### src/rtl/ecc_mem_scrubber.sv
// Background scrubber for 39/32 SECDED memory: read, check, repair and count errors.
// Optional sticky uncorrectable-error address log when ECC_SCRUB_UCE_LOG_EN is defined.
module ecc_mem_scrubber #(
    parameter int ADDR_W   = 10,
    parameter int DEPTH    = 1024,
    parameter int INTERVAL = 256
) (
    input  logic              clk,
    input  logic              rst_n,
    input  logic              en,
    output logic              mem_req,
    output logic              mem_we,
    output logic [ADDR_W-1:0] mem_addr,
    output logic [38:0]       mem_wdata,
    input  logic              mem_gnt,
    input  logic              mem_rvalid,
    input  logic [38:0]       mem_rdata,
    output logic              err_valid,
    output logic [1:0]        err_type,
    output logic [ADDR_W-1:0] err_addr,
    output logic [15:0]       corr_cnt,
    output logic [15:0]       uncorr_cnt,
    output logic              pass_done,
    output logic              busy
`ifdef ECC_SCRUB_UCE_LOG_EN
    ,
    input  logic              uce_log_clr,
    output logic              uce_log_valid,
    output logic [ADDR_W-1:0] uce_log_addr
`endif
);

    localparam logic [2:0] S_IDLE    = 3'd0;
    localparam logic [2:0] S_WAIT    = 3'd1;
    localparam logic [2:0] S_RD_REQ  = 3'd2;
    localparam logic [2:0] S_RD_WAIT = 3'd3;
    localparam logic [2:0] S_CHECK   = 3'd4;
    localparam logic [2:0] S_WR_REQ  = 3'd5;
    localparam logic [2:0] S_NEXT    = 3'd6;

    // Check bits are the XOR of the Hamming positions of all set data bits;
    // data occupies positions 3..38 that are not powers of two, in order.
    function automatic logic [5:0] calc_checks(input logic [31:0] d);
        logic [5:0] c;
        int j;
        c = '0;
        j = 0;
        for (int pos = 1; pos <= 38; pos++) begin
            if ((pos & (pos - 1)) != 0) begin
                if (d[j[4:0]]) c = c ^ 6'(pos);
                j = j + 1;
            end
        end
        return c;
    endfunction

    function automatic logic [31:0] fix_data(input logic [31:0] d, input logic [5:0] s);
        logic [31:0] r;
        int j;
        r = d;
        j = 0;
        for (int pos = 1; pos <= 38; pos++) begin
            if ((pos & (pos - 1)) != 0) begin
                if (6'(pos) == s) r[j[4:0]] = ~r[j[4:0]];
                j = j + 1;
            end
        end
        return r;
    endfunction

    function automatic logic [38:0] encode(input logic [31:0] d);
        logic [5:0] c;
        c = calc_checks(d);
        return {^{c, d}, c, d};
    endfunction

    logic [2:0]        state;
    logic [ADDR_W-1:0] addr;
    logic [15:0]       wait_cnt;
    logic [38:0]       rdata_q;
    logic [38:0]       wdata_q;

    logic [5:0]        syn;
    logic              par;
    logic              is_corr;
    logic              is_uncorr;
    logic [31:0]       fixed_data;

    always_comb begin
        syn        = calc_checks(rdata_q[31:0]) ^ rdata_q[37:32];
        par        = ^rdata_q;
        is_corr    = par && (syn <= 6'd38);
        is_uncorr  = ((syn != 6'd0) || par) && !is_corr;
        fixed_data = fix_data(rdata_q[31:0], syn);
    end

    // req/gnt: req, we, addr and wdata hold steady until a cycle in which gnt=1
    // is sampled; read data arrives on a later cycle flagged by rvalid.
    assign mem_req   = (state == S_RD_REQ) || (state == S_WR_REQ);
    assign mem_we    = (state == S_WR_REQ);
    assign mem_addr  = addr;
    assign mem_wdata = wdata_q;
    assign busy      = (state != S_IDLE);

    always_ff @(posedge clk or negedge rst_n) begin
        if (!rst_n) begin
            state      <= S_IDLE;
            addr       <= '0;
            wait_cnt   <= '0;
            rdata_q    <= '0;
            wdata_q    <= '0;
            err_valid  <= 1'b0;
            err_type   <= 2'b00;
            err_addr   <= '0;
            corr_cnt   <= '0;
            uncorr_cnt <= '0;
            pass_done  <= 1'b0;
        end else begin
            err_valid <= 1'b0;
            pass_done <= 1'b0;
            case (state)
                S_IDLE: begin
                    if (en) begin
                        state    <= S_WAIT;
                        wait_cnt <= '0;
                    end
                end
                S_WAIT: begin
                    if (!en) begin
                        state <= S_IDLE;
                    end else if (wait_cnt == 16'(INTERVAL - 1)) begin
                        state <= S_RD_REQ;
                    end else begin
                        wait_cnt <= wait_cnt + 16'd1;
                    end
                end
                S_RD_REQ: begin
                    if (mem_gnt) state <= S_RD_WAIT;
                end
                S_RD_WAIT: begin
                    if (mem_rvalid) begin
                        rdata_q <= mem_rdata;
                        state   <= S_CHECK;
                    end
                end
                S_CHECK: begin
                    if (is_corr) begin
                        err_valid <= 1'b1;
                        err_type  <= 2'b01;
                        err_addr  <= addr;
                        if (corr_cnt != 16'hFFFF) corr_cnt <= corr_cnt + 16'd1;
                        wdata_q   <= encode(fixed_data);
                        state     <= S_WR_REQ;
                    end else if (is_uncorr) begin
                        err_valid <= 1'b1;
                        err_type  <= 2'b10;
                        err_addr  <= addr;
                        if (uncorr_cnt != 16'hFFFF) uncorr_cnt <= uncorr_cnt + 16'd1;
                        state     <= S_NEXT;
                    end else begin
                        state <= S_NEXT;
                    end
                end
                S_WR_REQ: begin
                    if (mem_gnt) state <= S_NEXT;
                end
                S_NEXT: begin
                    if (addr == ADDR_W'(DEPTH - 1)) begin
                        addr      <= '0;
                        pass_done <= 1'b1;
                    end else begin
                        addr <= addr + ADDR_W'(1);
                    end
                    wait_cnt <= '0;
                    state    <= en ? S_WAIT : S_IDLE;
                end
                default: state <= S_IDLE;
            endcase
        end
    end

`ifdef ECC_SCRUB_UCE_LOG_EN
    logic uce_event;
    assign uce_event = (state == S_CHECK) && is_uncorr;

    // A new error arriving with a clear re-arms the log rather than emptying it.
    always_ff @(posedge clk or negedge rst_n) begin
        if (!rst_n) begin
            uce_log_valid <= 1'b0;
            uce_log_addr  <= '0;
        end else if (uce_event && (!uce_log_valid || uce_log_clr)) begin
            uce_log_valid <= 1'b1;
            uce_log_addr  <= addr;
        end else if (uce_log_clr) begin
            uce_log_valid <= 1'b0;
        end
    end
`endif

endmodule

### config.mk
export PLATFORM = sky130hd
export DESIGN_NAME = ecc_mem_scrubber
export DESIGN_NICKNAME = d
export VERILOG_FILES = /design/src/rtl/ecc_mem_scrubber.sv
export SDC_FILE = /design/constraint.sdc
export NUM_CORES = 1
export LEC_CHECK = 0
export ABC_CLOCK_PERIOD_IN_PS = 5700
export BUFFER_PORTS_ARGS = -buffer_cell sky130_fd_sc_hd__buf_2
export CORE_ASPECT_RATIO = 0.75
export CORE_MARGIN = 4
export CORE_UTILIZATION = 62
export CTS_CLUSTER_SIZE = 40
export DETAILED_ROUTE_END_ITERATION = 8
export PLACE_DENSITY = 0.86
export SYNTH_ARGS = -nofsm -noshare
export SYNTH_HDL_FRONTEND = slang
export SYNTH_SLANG_ARGS = --single-unit
### constraint.sdc
create_clock -name clk -period 5.7 [get_ports clk]
set_input_delay 0.57 -clock clk [delete_from_list [all_inputs] [get_ports clk]]
set_output_delay 0.57 -clock clk [all_outputs]
set_load 0.02 [all_outputs]
==> results.tsv <==
stage	metric	value	unit
yosys	synth_ff_type	dfrtp_1	
yosys	yosys.area_share.simple	13.54	%
detailed_routing	dr_total_vias	6627	
die	ioPinCount	142	
setup_path	cp_slowest_cell	xnor2_1	
clock_network	postCtsHoldBufs	0	
placed_design	postPlaceCellArea	9627	µm²
cells_and_area	synthToLayoutAreaGrowth	16.15	%
yosys	synth_cell_types	57	
die	coreArea	13800	µm²
cells_and_area	nNetsFinal	998	
clock_network	cts_setup_buffers	0	
timing	slew_violations	0	
global_routing	track_usage	27.26	%
setup_path	cp.arrival	4830	ps
setup_path	worstSetupEndpointType	flip-flop	
setup_path	rr_worst_depth	12	
detailed_routing	firstDrtPassIters	6	
yosys	ys_top_cells_by_count	dfrtp_1 (153), nand2_1 (116), xnor2_1 (113), mux2_2 (58), xor2_1 (53)	
yosys	synth_seq_cells	153	
die	die_y	111.0	µm
yosys	muxShareOfSynthArea	8.075	%
setup_path	worst_ep_required_time	6010	ps
setup_path	cp_max_fo	8	
timing	setup_viol	0	
clock_network	cts_buffers	17	
setup_path	crit_path_end	corr_cnt[14]$_DFFE_PN0P_	
clock_network	clkTransAtPathRegs	70	ps
timing	fin_ws	1179	ps
yosys	synth_compound_area_share	6.078	%
global_routing	overflow	0	
cells_and_area	fill_cells	977	
yosys	yosys.area.top_type	dfrtp_1	
placed_design	dpl.cell_count	1106	
yosys	synthCells	816	
yosys	ys_top_cells_by_area	dfrtp_1 (44%), xnor2_1 (11%), mux2_2 (7.4%)	
yosys	synth_adder_area_share	0.5707	%
hold_path	hold_class	in -> async	
clock_network	root_buffer	clkbuf_16	
detailed_routing	drc	0	
yosys	async_flop_share	100.0	%
setup_path	r2r_end	corr_cnt[14]$_DFFE_PN0P_	
detailed_routing	via_per_inst	5.823	
die	fp.dieW	145.3	µm
clock_network	cts.sinks	153	
die	start_util	63.57	%
timing	fmax	221.2	MHz
die	fp.dieArea	16130	µm²
die	num_rows	37	
clock_network	h-tree-depth	4	
clock_network	clock_latency	430	ps
setup_path	rrSetupSlack	1180	ps
run	cap_violations	0	
timing	tightest_slew	1051	ps
timing	fin_crit_sh	79.31	%
detailed_routing	ant_nets	0	
cells_and_area	final_cells	1138	
placed_design	post-place-ws	1271	ps
placed_design	port_buffers	141	
setup_path	cp_cell_sequence	xnor2_2 > xnor2_2 > xnor3_4 > xnor2_1 > buf_4 > nor2_1 > a21oi_1 > o21ai_0 > or2_2 > nor3_1 > nand3_1 > xnor2_1	
timing	rsz0062_at_grt	no	
global_routing	antenna_found_initial	1	
yosys	synth-seq-area-share	43.66	%
yosys	ys_warn_count	0	
placed_design	place.gp.congestion	1.031	
placed_design	hpwl	16.14	mm
timing	fin_setup_tns	0	ps
setup_path	r2r_start	rdata_q[24]$_DFFE_PN0P_	
setup_path	crit_type	reg -> reg	
clock_network	cts.path.max_buffers	2	
timing	period_needed	4521	ps
global_routing	grt_start_max_net_pins	92	
cells_and_area	diodes	0	
timing	relSlewSlack	29.86	%
cells_and_area	final_area	10190	µm²
cells_and_area	drive_above_1_share	27.73	%
clock_network	postCtsResizedCells	0	
yosys	synth_top_area_share	43.66	%
yosys	synth_top_family_by_area	XOR/XNOR gates	
yosys	synth_edf_count	0	
global_routing	grt_pass1_wl	34.85	mm
outcome	status	finished clean	
clock_network	cts_tree	yes	
global_routing	grt_pass1_vias	6544	
detailed_routing	routed_wirelength	21.52	mm
setup_path	cpPeakStageDelay	580	ps
yosys	synth_most_common_cell	dfrtp_1	
yosys	synth_area_per_cell	10.75	µm²
setup_path	cp-startpoint	rdata_q[24]$_DFFE_PN0P_	
yosys	synth_nets	864	
detailed_routing	routedWlPerCell	18.91	µm
yosys	synthXorXnorAreaFrac	25.98	%
timing	finClkSkew	9.600	ps
setup_path	critPathLaunchType	flip-flop	
detailed_routing	first_iter_violations	554	
yosys	synth_area	8770	µm²
timing	hold_viol	0	
[state kept, by name, summed over array words and instances (netlist names)]
name and cells:
corr_cnt 16, err_addr 10, err_type 2, err_valid 1, mem_addr 10, mem_wdata 39, pass_done 1, rdata_q 39
state 3, uncorr_cnt 16, wait_cnt 16
[layout make-up]
| type | count | area, µm² | share of cell area (%) |
|---|---|---|---|
| multi-input combinational | 620 | 4773 | 46.86 |
| sequential | 153 | 3829 | 37.59 |
| timing repair buffer | 149 | 772.0 | 7.579 |
| clock buffer | 17 | 425.4 | 4.176 |
| tap | 175 | 219.0 | 2.150 |
| clock inverter | 15 | 133.9 | 1.314 |
| inverter | 9 | 33.78 | 0.3317 |
[metal layers]
| metal | GRT usage (%) | part of all wire (%) |
|---|---|---|
| met4 | 7.400 | 1.9 |
| met3 | 8.827 | 10 |
| met1 | 39.39 | 45 |
| met2 | 39.95 | 42 |
| met5 | 0 | 0.056 |
[cells by family after synthesis]
logic type,count (synthesis)
XOR/XNOR,204
flip-flops,153
AND/OR/NAND/NOR,265
adder cells (fa/ha/maj),4
AO/OA/AOI/OAI,84
multiplexers,63
buffers and inverters,43
[worst min-delay path by stage]
| stage | end | slack, ps |
|---|---|---|
| 2_1_floorplan | corr_cnt[0]$_DFFE_PN0P_ | 270 |
| 3_3_place_gp | mem_wdata[29]$_DFFE_PN0P_ | 450 |
| 3_5_place_dp | mem_wdata[10]$_DFFE_PN0P_ | 460 |
| 4_1_cts | mem_wdata[23]$_DFFE_PN0P_ | 240 |
| 5_1_grt | mem_wdata[23]$_DFFE_PN0P_ | 280 |
| 6_report | mem_wdata[14]$_DFFE_PN0P_ | 210 |
[layout by cell type, fill, tap and decap left out, types with 4 or more instances in the layout]
master	count
xor2_1	53
mux2i_1	4
buf_4	8
nand2_1	116
nand4_1	9
inv_6	4
ha_1	4
clkinv_4	4
buf_2	140
clkbuf_16	17
xor3_1	4
xnor2_1	113
a211oi_1	4
and2_1	4
and3_1	12
xnor2_2	7
a21oi_1	18
nand2b_1	5
dfrtp_1	153
nor3_1	13
or3_1	4
nor2_1	50
inv_1	9
mux2_2	58
o21a_1	4
or2_2	4
o21ai_0	39
nand3_1	39
xnor3_1	18
[metrics by stage]
step | utilization (%) | hold slack, ps
after detailed placement | 69.78 | 459.3
after global routing | 73.83 | 277.6
after global placement | 69.78 | 447.2
after floorplan | - | 274.4
after CTS | 73.83 | 242.4
final | 73.83 | 206.7
[worst max-delay path, delay by kind of cell (launching register included)]
kind / cells / cell delay [ps]
AOI/OAI and AO/OA: 2 / 440
buffers and inverters: 1 / 270
and+or+nand+nor: 4 / 1320
xor gates and xnor gates: 5 / 1880
DFF: 1 / 480
Power is not shown: default switching activity piles up to over one toggle a cycle in this logic, so the estimate is an artifact.
